[src/rtl/ibex_pkg.sv]
// Shared types and defaults for the writeback result buffer.
// Parity field of wb_entry_t exists only when WB_RESULT_PARITY_EN is defined.
package ibex_pkg;

  localparam int unsigned WB_DEPTH_DEFAULT = 4;
  localparam int unsigned WB_AW_DEFAULT    = 5;
  localparam int unsigned WB_DW_DEFAULT    = 32;

  typedef struct packed {
    logic [WB_AW_DEFAULT-1:0] rd;
    logic [WB_DW_DEFAULT-1:0] data;
`ifdef WB_RESULT_PARITY_EN
    logic                     par;
`endif
  } wb_entry_t;

  // Even parity: stored bit makes the XOR over {rd, data, par} zero.
  function automatic logic wb_parity(input logic [WB_AW_DEFAULT-1:0] rd,
                                     input logic [WB_DW_DEFAULT-1:0] data);
    return ^{rd, data};
  endfunction

endpackage

[src/rtl/ibex_wb_fwd_match.sv]
// Youngest-first lookup of a register address over the pending result entries.
module ibex_wb_fwd_match #(
  parameter int unsigned DEPTH = 4,
  parameter int unsigned AW    = 5,
  parameter int unsigned DW    = 32,
  parameter int unsigned PW    = $clog2(DEPTH)
) (
  input  logic [DEPTH-1:0]         valid_i,
  input  logic [DEPTH-1:0][AW-1:0] rd_i,
  input  logic [DEPTH-1:0][DW-1:0] data_i,
  input  logic [PW-1:0]            wr_ptr_i,
  input  logic [AW-1:0]            addr_i,
  output logic                     hit_o,
  output logic [DW-1:0]            data_o
);

  logic [PW-1:0] idx;

  // Walk from the oldest slot (wr_ptr) to the youngest (wr_ptr-1); last match wins.
  always_comb begin
    hit_o  = 1'b0;
    data_o = '0;
    idx    = '0;
    for (int unsigned k = 0; k < DEPTH; k++) begin
      idx = wr_ptr_i + PW'(k);
      if (valid_i[idx] && (rd_i[idx] == addr_i) && (addr_i != '0)) begin
        hit_o  = 1'b1;
        data_o = data_i[idx];
      end
    end
  end

endmodule

[src/rtl/ibex_wb_result_buffer.sv]
// Writeback result FIFO with register-file drain and rs1/rs2 forwarding.
// Optional per-entry parity protection enabled by defining WB_RESULT_PARITY_EN.
module ibex_wb_result_buffer
  import ibex_pkg::*;
#(
  parameter int unsigned DEPTH = WB_DEPTH_DEFAULT,
  parameter int unsigned AW    = WB_AW_DEFAULT,
  parameter int unsigned DW    = WB_DW_DEFAULT
) (
  input  logic                       clk_i,
  input  logic                       rst_i,
  input  logic                       ex_valid_i,
  output logic                       ex_ready_o,
  input  logic [DW-1:0]              ex_result_i,
  input  logic [AW-1:0]              ex_rd_addr_i,
  input  logic                       ex_rd_we_i,
  output logic                       rf_we_o,
  output logic [AW-1:0]              rf_waddr_o,
  output logic [DW-1:0]              rf_wdata_o,
  input  logic                       rf_ready_i,
  input  logic [AW-1:0]              fwd_rs1_addr_i,
  output logic                       fwd_rs1_hit_o,
  output logic [DW-1:0]              fwd_rs1_data_o,
  input  logic [AW-1:0]              fwd_rs2_addr_i,
  output logic                       fwd_rs2_hit_o,
  output logic [DW-1:0]              fwd_rs2_data_o,
  output logic [$clog2(DEPTH):0]     count_o,
  input  logic                       fault_inject_i,
  output logic                       par_err_o
);

  localparam int unsigned PW = $clog2(DEPTH);
  localparam int unsigned CW = PW + 1;

  wb_entry_t               mem_q [DEPTH];
  wb_entry_t               ent_d;
  logic [DEPTH-1:0]        valid_q, valid_d;
  logic [PW-1:0]           wr_ptr_q, rd_ptr_q;
  logic [CW-1:0]           count_q, count_d;

  logic [DEPTH-1:0][AW-1:0] ent_rd;
  logic [DEPTH-1:0][DW-1:0] ent_data;
  logic [DEPTH-1:0]         ent_bad;
  logic [DEPTH-1:0]         fwd_valid;

  logic head_live, head_bad, store, pop;

  always_comb begin
    for (int unsigned i = 0; i < DEPTH; i++) begin
      ent_rd[i]   = mem_q[i].rd;
      ent_data[i] = mem_q[i].data;
`ifdef WB_RESULT_PARITY_EN
      ent_bad[i]  = wb_parity(mem_q[i].rd, mem_q[i].data) != mem_q[i].par;
`else
      ent_bad[i]  = 1'b0;
`endif
    end
  end

  always_comb begin
    ent_d      = '0;
    ent_d.rd   = ex_rd_addr_i;
    ent_d.data = ex_result_i;
`ifdef WB_RESULT_PARITY_EN
    ent_d.par  = wb_parity(ex_rd_addr_i, ex_result_i) ^ fault_inject_i;
`endif
  end

  assign ex_ready_o = count_q < CW'(DEPTH);
  assign head_live  = count_q != '0;
  assign head_bad   = head_live & ent_bad[rd_ptr_q];
  assign store      = ex_valid_i & ex_ready_o & ex_rd_we_i & (ex_rd_addr_i != '0);

  // A corrupted head is never written, but it is dropped so the drain keeps moving.
  assign rf_we_o    = head_live & ~head_bad;
  assign pop        = (rf_we_o & rf_ready_i) | head_bad;
  assign rf_waddr_o = ent_rd[rd_ptr_q];
  assign rf_wdata_o = ent_data[rd_ptr_q];
  assign count_o    = count_q;
  assign fwd_valid  = valid_q & ~ent_bad;

  always_comb begin
    valid_d = valid_q;
    if (pop)   valid_d[rd_ptr_q] = 1'b0;
    if (store) valid_d[wr_ptr_q] = 1'b1;
    count_d = count_q;
    case ({store, pop})
      2'b10:   count_d = count_q + CW'(1);
      2'b01:   count_d = count_q - CW'(1);
      default: count_d = count_q;
    endcase
  end

  always_ff @(posedge clk_i) begin
    if (rst_i) begin
      wr_ptr_q <= '0;
      rd_ptr_q <= '0;
      count_q  <= '0;
      valid_q  <= '0;
    end else begin
      valid_q <= valid_d;
      count_q <= count_d;
      if (store) wr_ptr_q <= wr_ptr_q + PW'(1);
      if (pop)   rd_ptr_q <= rd_ptr_q + PW'(1);
    end
  end

  always_ff @(posedge clk_i) begin
    if (store) mem_q[wr_ptr_q] <= ent_d;
  end

`ifdef WB_RESULT_PARITY_EN
  logic par_err_q;

  always_ff @(posedge clk_i) begin
    if (rst_i)         par_err_q <= 1'b0;
    else if (head_bad) par_err_q <= 1'b1;
  end

  assign par_err_o = par_err_q;
`else
  logic unused_fault_inject;
  assign unused_fault_inject = fault_inject_i;
  assign par_err_o           = 1'b0;
`endif

  ibex_wb_fwd_match #(
    .DEPTH(DEPTH),
    .AW   (AW),
    .DW   (DW)
  ) u_fwd_rs1 (
    .valid_i (fwd_valid),
    .rd_i    (ent_rd),
    .data_i  (ent_data),
    .wr_ptr_i(wr_ptr_q),
    .addr_i  (fwd_rs1_addr_i),
    .hit_o   (fwd_rs1_hit_o),
    .data_o  (fwd_rs1_data_o)
  );

  ibex_wb_fwd_match #(
    .DEPTH(DEPTH),
    .AW   (AW),
    .DW   (DW)
  ) u_fwd_rs2 (
    .valid_i (fwd_valid),
    .rd_i    (ent_rd),
    .data_i  (ent_data),
    .wr_ptr_i(wr_ptr_q),
    .addr_i  (fwd_rs2_addr_i),
    .hit_o   (fwd_rs2_hit_o),
    .data_o  (fwd_rs2_data_o)
  );

endmodule
[config.mk]
export PLATFORM = sky130hd
export DESIGN_NAME = ibex_wb_result_buffer
export DESIGN_NICKNAME = d
export VERILOG_FILES = /design/src/rtl/ibex_pkg.sv /design/src/rtl/ibex_wb_fwd_match.sv /design/src/rtl/ibex_wb_result_buffer.sv
export SDC_FILE = /design/constraint.sdc
export NUM_CORES = 1
export LEC_CHECK = 0
export ABC_AREA = 1
export BUFFER_PORTS_ARGS = -buffer_cell sky130_fd_sc_hd__buf_2
export CORE_MARGIN = 4
export CORE_UTILIZATION = 54
export DETAILED_ROUTE_END_ITERATION = 12
export HOLD_SLACK_MARGIN = 0.15
export PLACE_DENSITY = 0.78
export SLEW_MARGIN = 20
export SYNTH_ARGS = -nofsm -noshare
export SYNTH_HDL_FRONTEND = slang
export SYNTH_SLANG_ARGS = --single-unit
[constraint.sdc]
create_clock -name clk_i -period 3.2 [get_ports clk_i]
set_input_delay 0.64 -clock clk_i [delete_from_list [all_inputs] [get_ports clk_i]]
set_output_delay 0.64 -clock clk_i [all_outputs]
set_load 0.01 [all_outputs]
Word-level counts from Yosys, hierarchy flattened --
Memories as Yosys holds them, arrays and structs flattened. Index checks and enable logic that the tools add are counted.
Storage, ports and cells: register bits 11, RAM bits 148, output and inout bits 109, word-level logic and storage cells 118, memories 1
Cells by class: add/subtract/negate cells 6, magnitude comparators 8, equal/unequal tests 10, multiplexer cells 55, bitwise operators 11, reduce and logical (&&, ||, !) cells 23
Memories:
- mem_q | words 4, width 37, rd ports 4, clocked after Yosys merged registers in 0, write ports 1, RTL line ibex_wb_result_buffer.sv:35 | wb_entry_t mem_q [DEPTH];
Operator list (number):
- two-way mux 32 bit | 13
- binary-select mux 32 bit (select 2 bit) | 5
- binary-select mux 5 bit (select 2 bit) | 5
- == test 5 bit | 8
- two-way mux 5 bit | 5
- logical AND 1 bit | 18
- two-way mux 1 bit | 17
- less-than comparator 2 x 3 -> 1 bit (second input constant) | 5
- nonzero test 5 bit | 3
- binary-select mux 1 bit (select 2 bit) | 5
- two-way mux 4 bit | 2
- bitwise AND 1 bit | 6
- one-hot mux 3 bit (2 select lines) | 1
- adder 2 x 1 -> 2 bit (second input constant) | 2
- adder 2 bit (second input constant) | 2
- bitwise AND 4 bit | 1
- demux 1 bit (select 2 bit) | 2
- greater-or-equal comparator 2 x 1 -> 1 bit (second input constant) | 2
- NOT 4 bit | 1
- OR 4 bit | 1
- adder 3 x 1 -> 3 bit (second input constant) | 1
- less-than comparator 3 bit (second input constant) | 1
- nonzero test 3 bit | 1
- subtractor 3 x 1 -> 3 bit (second input constant) | 1
- 5 further kinds | 5

Longest topological paths before layout --
depth in word-level cells 10, depth in mapped cells 20, gate-level depth less buffers 14

Modules after synthesis --
A second synthesis with hierarchy kept.
Second synthesis, totals: cells, all modules 2544, area, all modules 16343.2 um^2
By module, submodules not included:
- ibex_wb_fwd_match | times used 2, cells an instance 1049, area an instance 5107.4 um^2, sequential area each 0.0 um^2
- ibex_wb_result_buffer | times used 1, cells an instance 446, area an instance 6128.4 um^2, sequential area each 4664.5 um^2

Worst setup path before layout --
Ideal clock, no wire load.
path type register -> output, start register wr_ptr_q[1], end output fwd_rs1_data_o[4], arrival time 2.739 ns, required time 2.560 ns, setup slack -0.179 ns, stages on the path, launching flop included 20, buffers on the path 6, cells stage by stage dfxtp_1 inv_2 buf_2 buf_2 clkbuf_1 ha_1 inv_2 buf_2 nand3_1 nand2_1 nand2_1 nand2_1 nor2_1 nand3_1 buf_4 buf_2 nand3_1 nand2_1 nand2_1 nand2_1
Between the ends: word-level cells in the longest chain between the ends 9, elaborated cells between the ends (all ways) 43, those cells by class add/sub: 3; eq/ne: 4; mux: 28; reduce/logical: 8
Ends and longest elaborated chain:
- start, declared | RTL line ibex_wb_result_buffer.sv:38 | logic [PW-1:0] wr_ptr_q, rd_ptr_q;
- start signal, assigned | RTL line ibex_wb_result_buffer.sv:103 | if (store) wr_ptr_q <= wr_ptr_q + PW'(1);
- adder 2 x 1 -> 2 bit or binary-select mux 5 bit (select 2 bit) (tied branches) | RTL line ibex_wb_fwd_match.sv:25, ibex_wb_fwd_match.sv:26
- binary-select mux 5 bit (select 2 bit) or two-way mux 5 bit (tied branches) | RTL line ibex_wb_fwd_match.sv:26 | if (valid_i[idx] && (rd_i[idx] == addr_i) && (addr_i != '0)) begin
- two-way mux 5 bit (implied by the code) or == test 5 bit (tied branches) | RTL line ibex_wb_fwd_match.sv:26
- == test 5 bit or logical AND 1 bit (tied branches) | RTL line ibex_wb_fwd_match.sv:26
- logical AND 1 bit | RTL line ibex_wb_fwd_match.sv:26
- logical AND 1 bit or two-way mux 32 bit (tied branches) | RTL line ibex_wb_fwd_match.sv:26
- two-way mux 32 bit (2 in series) | RTL line ibex_wb_fwd_match.sv:26
- two-way mux 32 bit * | RTL line ibex_wb_fwd_match.sv:26
- end, declared | RTL line ibex_wb_result_buffer.sv:23 | output logic [DW-1:0] fwd_rs1_data_o,
Every way passes the cells marked *; elsewhere a longest branch is shown, timed or not. The select of a mux whose other input is x is not followed.

Final worst setup path --
start register wr_ptr_q[0], end output fwd_rs2_data_o[6]
Between the ends: word-level cells in the longest chain between the ends 9, elaborated cells between the ends (all ways) 43, those cells by class add/sub: 3; eq/ne: 4; mux: 28; reduce/logical: 8
Ends and longest elaborated chain:
- adder 2 x 1 -> 2 bit or binary-select mux 5 bit (select 2 bit) (tied branches) | RTL line ibex_wb_fwd_match.sv:25, ibex_wb_fwd_match.sv:26
- binary-select mux 5 bit (select 2 bit) or two-way mux 5 bit (tied branches) | RTL line ibex_wb_fwd_match.sv:26
- two-way mux 5 bit (implied by the code) or == test 5 bit (tied branches) | RTL line ibex_wb_fwd_match.sv:26
- == test 5 bit or logical AND 1 bit (tied branches) | RTL line ibex_wb_fwd_match.sv:26
- logical AND 1 bit | RTL line ibex_wb_fwd_match.sv:26
- logical AND 1 bit or two-way mux 32 bit (tied branches) | RTL line ibex_wb_fwd_match.sv:26
- two-way mux 32 bit (2 in series) | RTL line ibex_wb_fwd_match.sv:26
- two-way mux 32 bit * | RTL line ibex_wb_fwd_match.sv:26
- end, declared | RTL line ibex_wb_result_buffer.sv:26 | output logic [DW-1:0] fwd_rs2_data_o,
Marks and branches as above.

==> impl_metrics.ini <==
[status]
outcome = finished with violations
violations = negative setup slack

[detailed_routing]
via_per_inst = 6.00
met2_length_um = 21000
dr.max_layer_used = met4
wl_met3_um = 5540
wl_per_cell_um = 19.0
wl_um = 46500
drt_iter0_drc = 1799
vias = 14711
first_pass_iters = 8
drt-met1-wl_um = 17400
drc = 0
antenna_left = 0

[critical_path]
reg2reg_depth = 6
start_kind = register
crit_type = reg -> out
end_kind = output port
reg2reg_slack_ps = 990
rr_startpoint = wr_ptr_q[1]
crit_path_max_fanout = 7
worstPathRequired_ps = 2560
worstPathArrival_ps = 2870
r2r-end = mem_q[3][16]

[sta]
setup_viol_count_final = 66
drv_slew = 0
post-route-min-period_ps = 3510
setup_ws_ps = -307
rsz0062_at_grt = true
tns_ps = -14630
max_freq_mhz = 285
slew_headroom_pct = 50.6
hold_viol = 0
tightest_slew_ps = 733
skew_ps = 7.35
fin_crit_sh_pct = 110

[synth]
synth_seq_cells = 159
avgSynthCellArea_um2 = 6.71
synth_cells = 1966
synth_area_mm2 = 0.0132
ys_seq_area_share_pct = 35.3
ys.flop_type = edfxtp_1
syn_nets = 2029
synthArstFlopShare_pct = 0
synth_edf_count = 148
ys_warn_count = 0
synth_cell_types = 35

[clock_tree]
htree_levels = 4
postCtsHoldBufs = 0
worstSkewPairLatency_ps = 450
path_clk_slew_ps = 70
clock_path_buffers = 2
root_buffer = clkbuf_16
cts_tree = done
cts.sinks = 159
cts_made_buffers = 17

[placed_design]
dp_hpwl_um = 27200
port_buffers = 159
gp_congestion = 0.943

[layout]
multi_input_area_mm2 = 0.00761
post-route-util_pct = 68.9
fillCellCount = 1879
final_common_cell = nand2_1
mostFrequentLayoutCells = nand2_1 (533), o21ai_0 (258), nor2_1 (252)
syn_to_final_growth_pct = 24.1
fin_nets = 2180
regArea_mm2 = 0.00467
drive_above_1_share_pct = 20.6

[hold_path]
min_to = mem_q[2][25]
hold_path_class = in -> reg
whs_path_depth = 1
hp-start = ex_result_i[25]

[pwr]
p_per_area_mw_per_mm2 = 529
power_leakage_uw = 0.00750
irDropWorstVdd_mv = 0.423

[floorplanning]
dieArea_mm2 = 0.0270
die_w_um = 164
row_count = 56
core_mm2 = 0.0238
die_h_um = 164
initial_core_util_pct = 55.6
pin_count = 162

[run]
cap_violations = 0

[global_route]
grt_pass1_wl_um = 70300
track_usage_pct = 32.9
grt_pass1_vias = 13900
gr-total-overflow = 0
grt_max_degree = 49
antenna_found_initial = 1
==> routing by layer <==
metal | global-route usage (%) | vias to the layer above
met5 | 0 | -
met4 | 16.0 | 0
met3 | 7.80 | 240
met2 | 52.9 | 1009
met1 | 41.7 | 6678
li1 | - | 6784
==> flip-flops by register name (all words and copies together), names as in the netlist <==
register	count
fwd_valid	4
mem_q	148
rd_ptr_q	2
wr_ptr_q	2
count_o	3
==> worst max path at each step <==
| stage | startpoint | to | slack, ps | cells after the start |
|---|---|---|---|---|
| after floorplan | wr_ptr_q[1] | fwd_rs1_data_o[1] | 0.3 | 17 |
| after global placement | wr_ptr_q[0] | fwd_rs1_data_o[21] | 70 | 15 |
| after detailed placement | wr_ptr_q[0] | fwd_rs1_data_o[21] | 40 | 16 |
| after CTS | wr_ptr_q[0] | fwd_rs2_data_o[6] | -160 | 15 |
| after global routing | wr_ptr_q[0] | fwd_rs2_data_o[6] | -390 | 16 |
| final | wr_ptr_q[0] | fwd_rs2_data_o[6] | -310 | 16 |
==> cell usage after synthesis (all sizes together), types with 3 or more instances <==
| master | n | area share, % |
|---|---|---|
| a211oi | 3 | 0.17 |
| inv | 139 | 4.0 |
| a21oi | 40 | 1.5 |
| nor2 | 285 | 8.4 |
| nand4 | 35 | 1.7 |
| ha | 9 | 0.85 |
| o21ai | 272 | 10 |
| nand3 | 173 | 6.9 |
| o21a | 31 | 1.8 |
| dfxtp | 11 | 1.7 |
| edfxtp | 148 | 34 |
| mux2i | 64 | 4.9 |
| buf | 85 | 4.5 |
| clkbuf | 51 | 1.5 |
| nand2 | 584 | 17 |
| clkinv | 19 | 0.54 |
| o22ai | 6 | 0.28 |
| xor2 | 3 | 0.20 |
==> critical path, cell delays in order, from the launching register on <==
cell and delay [ps]:
dfxtp_4 390, inv_6 40, ha_4 390, clkinv_8 120, nand3_4 90, nand2_4 60
buf_4 140, nand2_1 70, nand4_1 200, nor2_4 200, buf_8 150, buf_12 110
buf_16 120, nor2_1 50, nand2_1 60, nand2_1 70, buf_2 140
==> cell families after synthesis <==
| kind of cell | after synthesis | share of synthesized area [%] |
|---|---|---|
| buffers and inverters | 294 | 10.4 |
| AOI/OAI and AO/OA | 354 | 14.2 |
| DFF | 159 | 35.3 |
| other | 1 | 0.0284 |
| adders and majority gates | 10 | 1.00 |
| and+or+nand+nor | 1081 | 34.0 |
| xor gates and xnor gates | 3 | 0.199 |
| muxes | 64 | 4.85 |
==> power by group <==
part | internal [µW] | total (µW) | switching, µW | leakage [µW]
sequential | 2390 | 2460 | 66.5 | 0.00143
combinational | 1410 | 4100 | 2680 | 0.00577
clock | 1120 | 2110 | 993 | 0.000295
total | 4920 | 8660 | 3740 | 0.00750
==> through the flow <==
step                total power (µW)  instances  cell area, µm²  hold WS (ps)  setup slack [ps]
floorplan                       4830       1966           13200           456             0.335
global placement                5890       2369           14300           469              74.8
detailed placement              5980       2369           14300           473              37.8
CTS                             8360       2437           15900           399              -161
global route                    9140       2450           16400           388              -392
finish                          8660       2450           16400           400              -307
==> repair_timing <==
action | in CTS | in global routing
pin swaps | 21 | 41
gates resized for setup | 100 | 85
setup buffers | 24 | 8
gates cloned | 12 | 7
setup endpoints to repair | 66 | 66
==> layout make-up <==
cell class	count	share of cell area (%)
Multi-Input combinational cell	1513	46.5
Sequential cell	159	28.5
Timing Repair Buffer	267	15.1
Inverter	158	3.73
Clock buffer	17	2.60
Tap cell	319	2.44
Clock inverter	15	1.05
Timing Repair inverter	1	0.0535
Antenna cell	1	0.0153
Power figures use the tool's default switching activity.
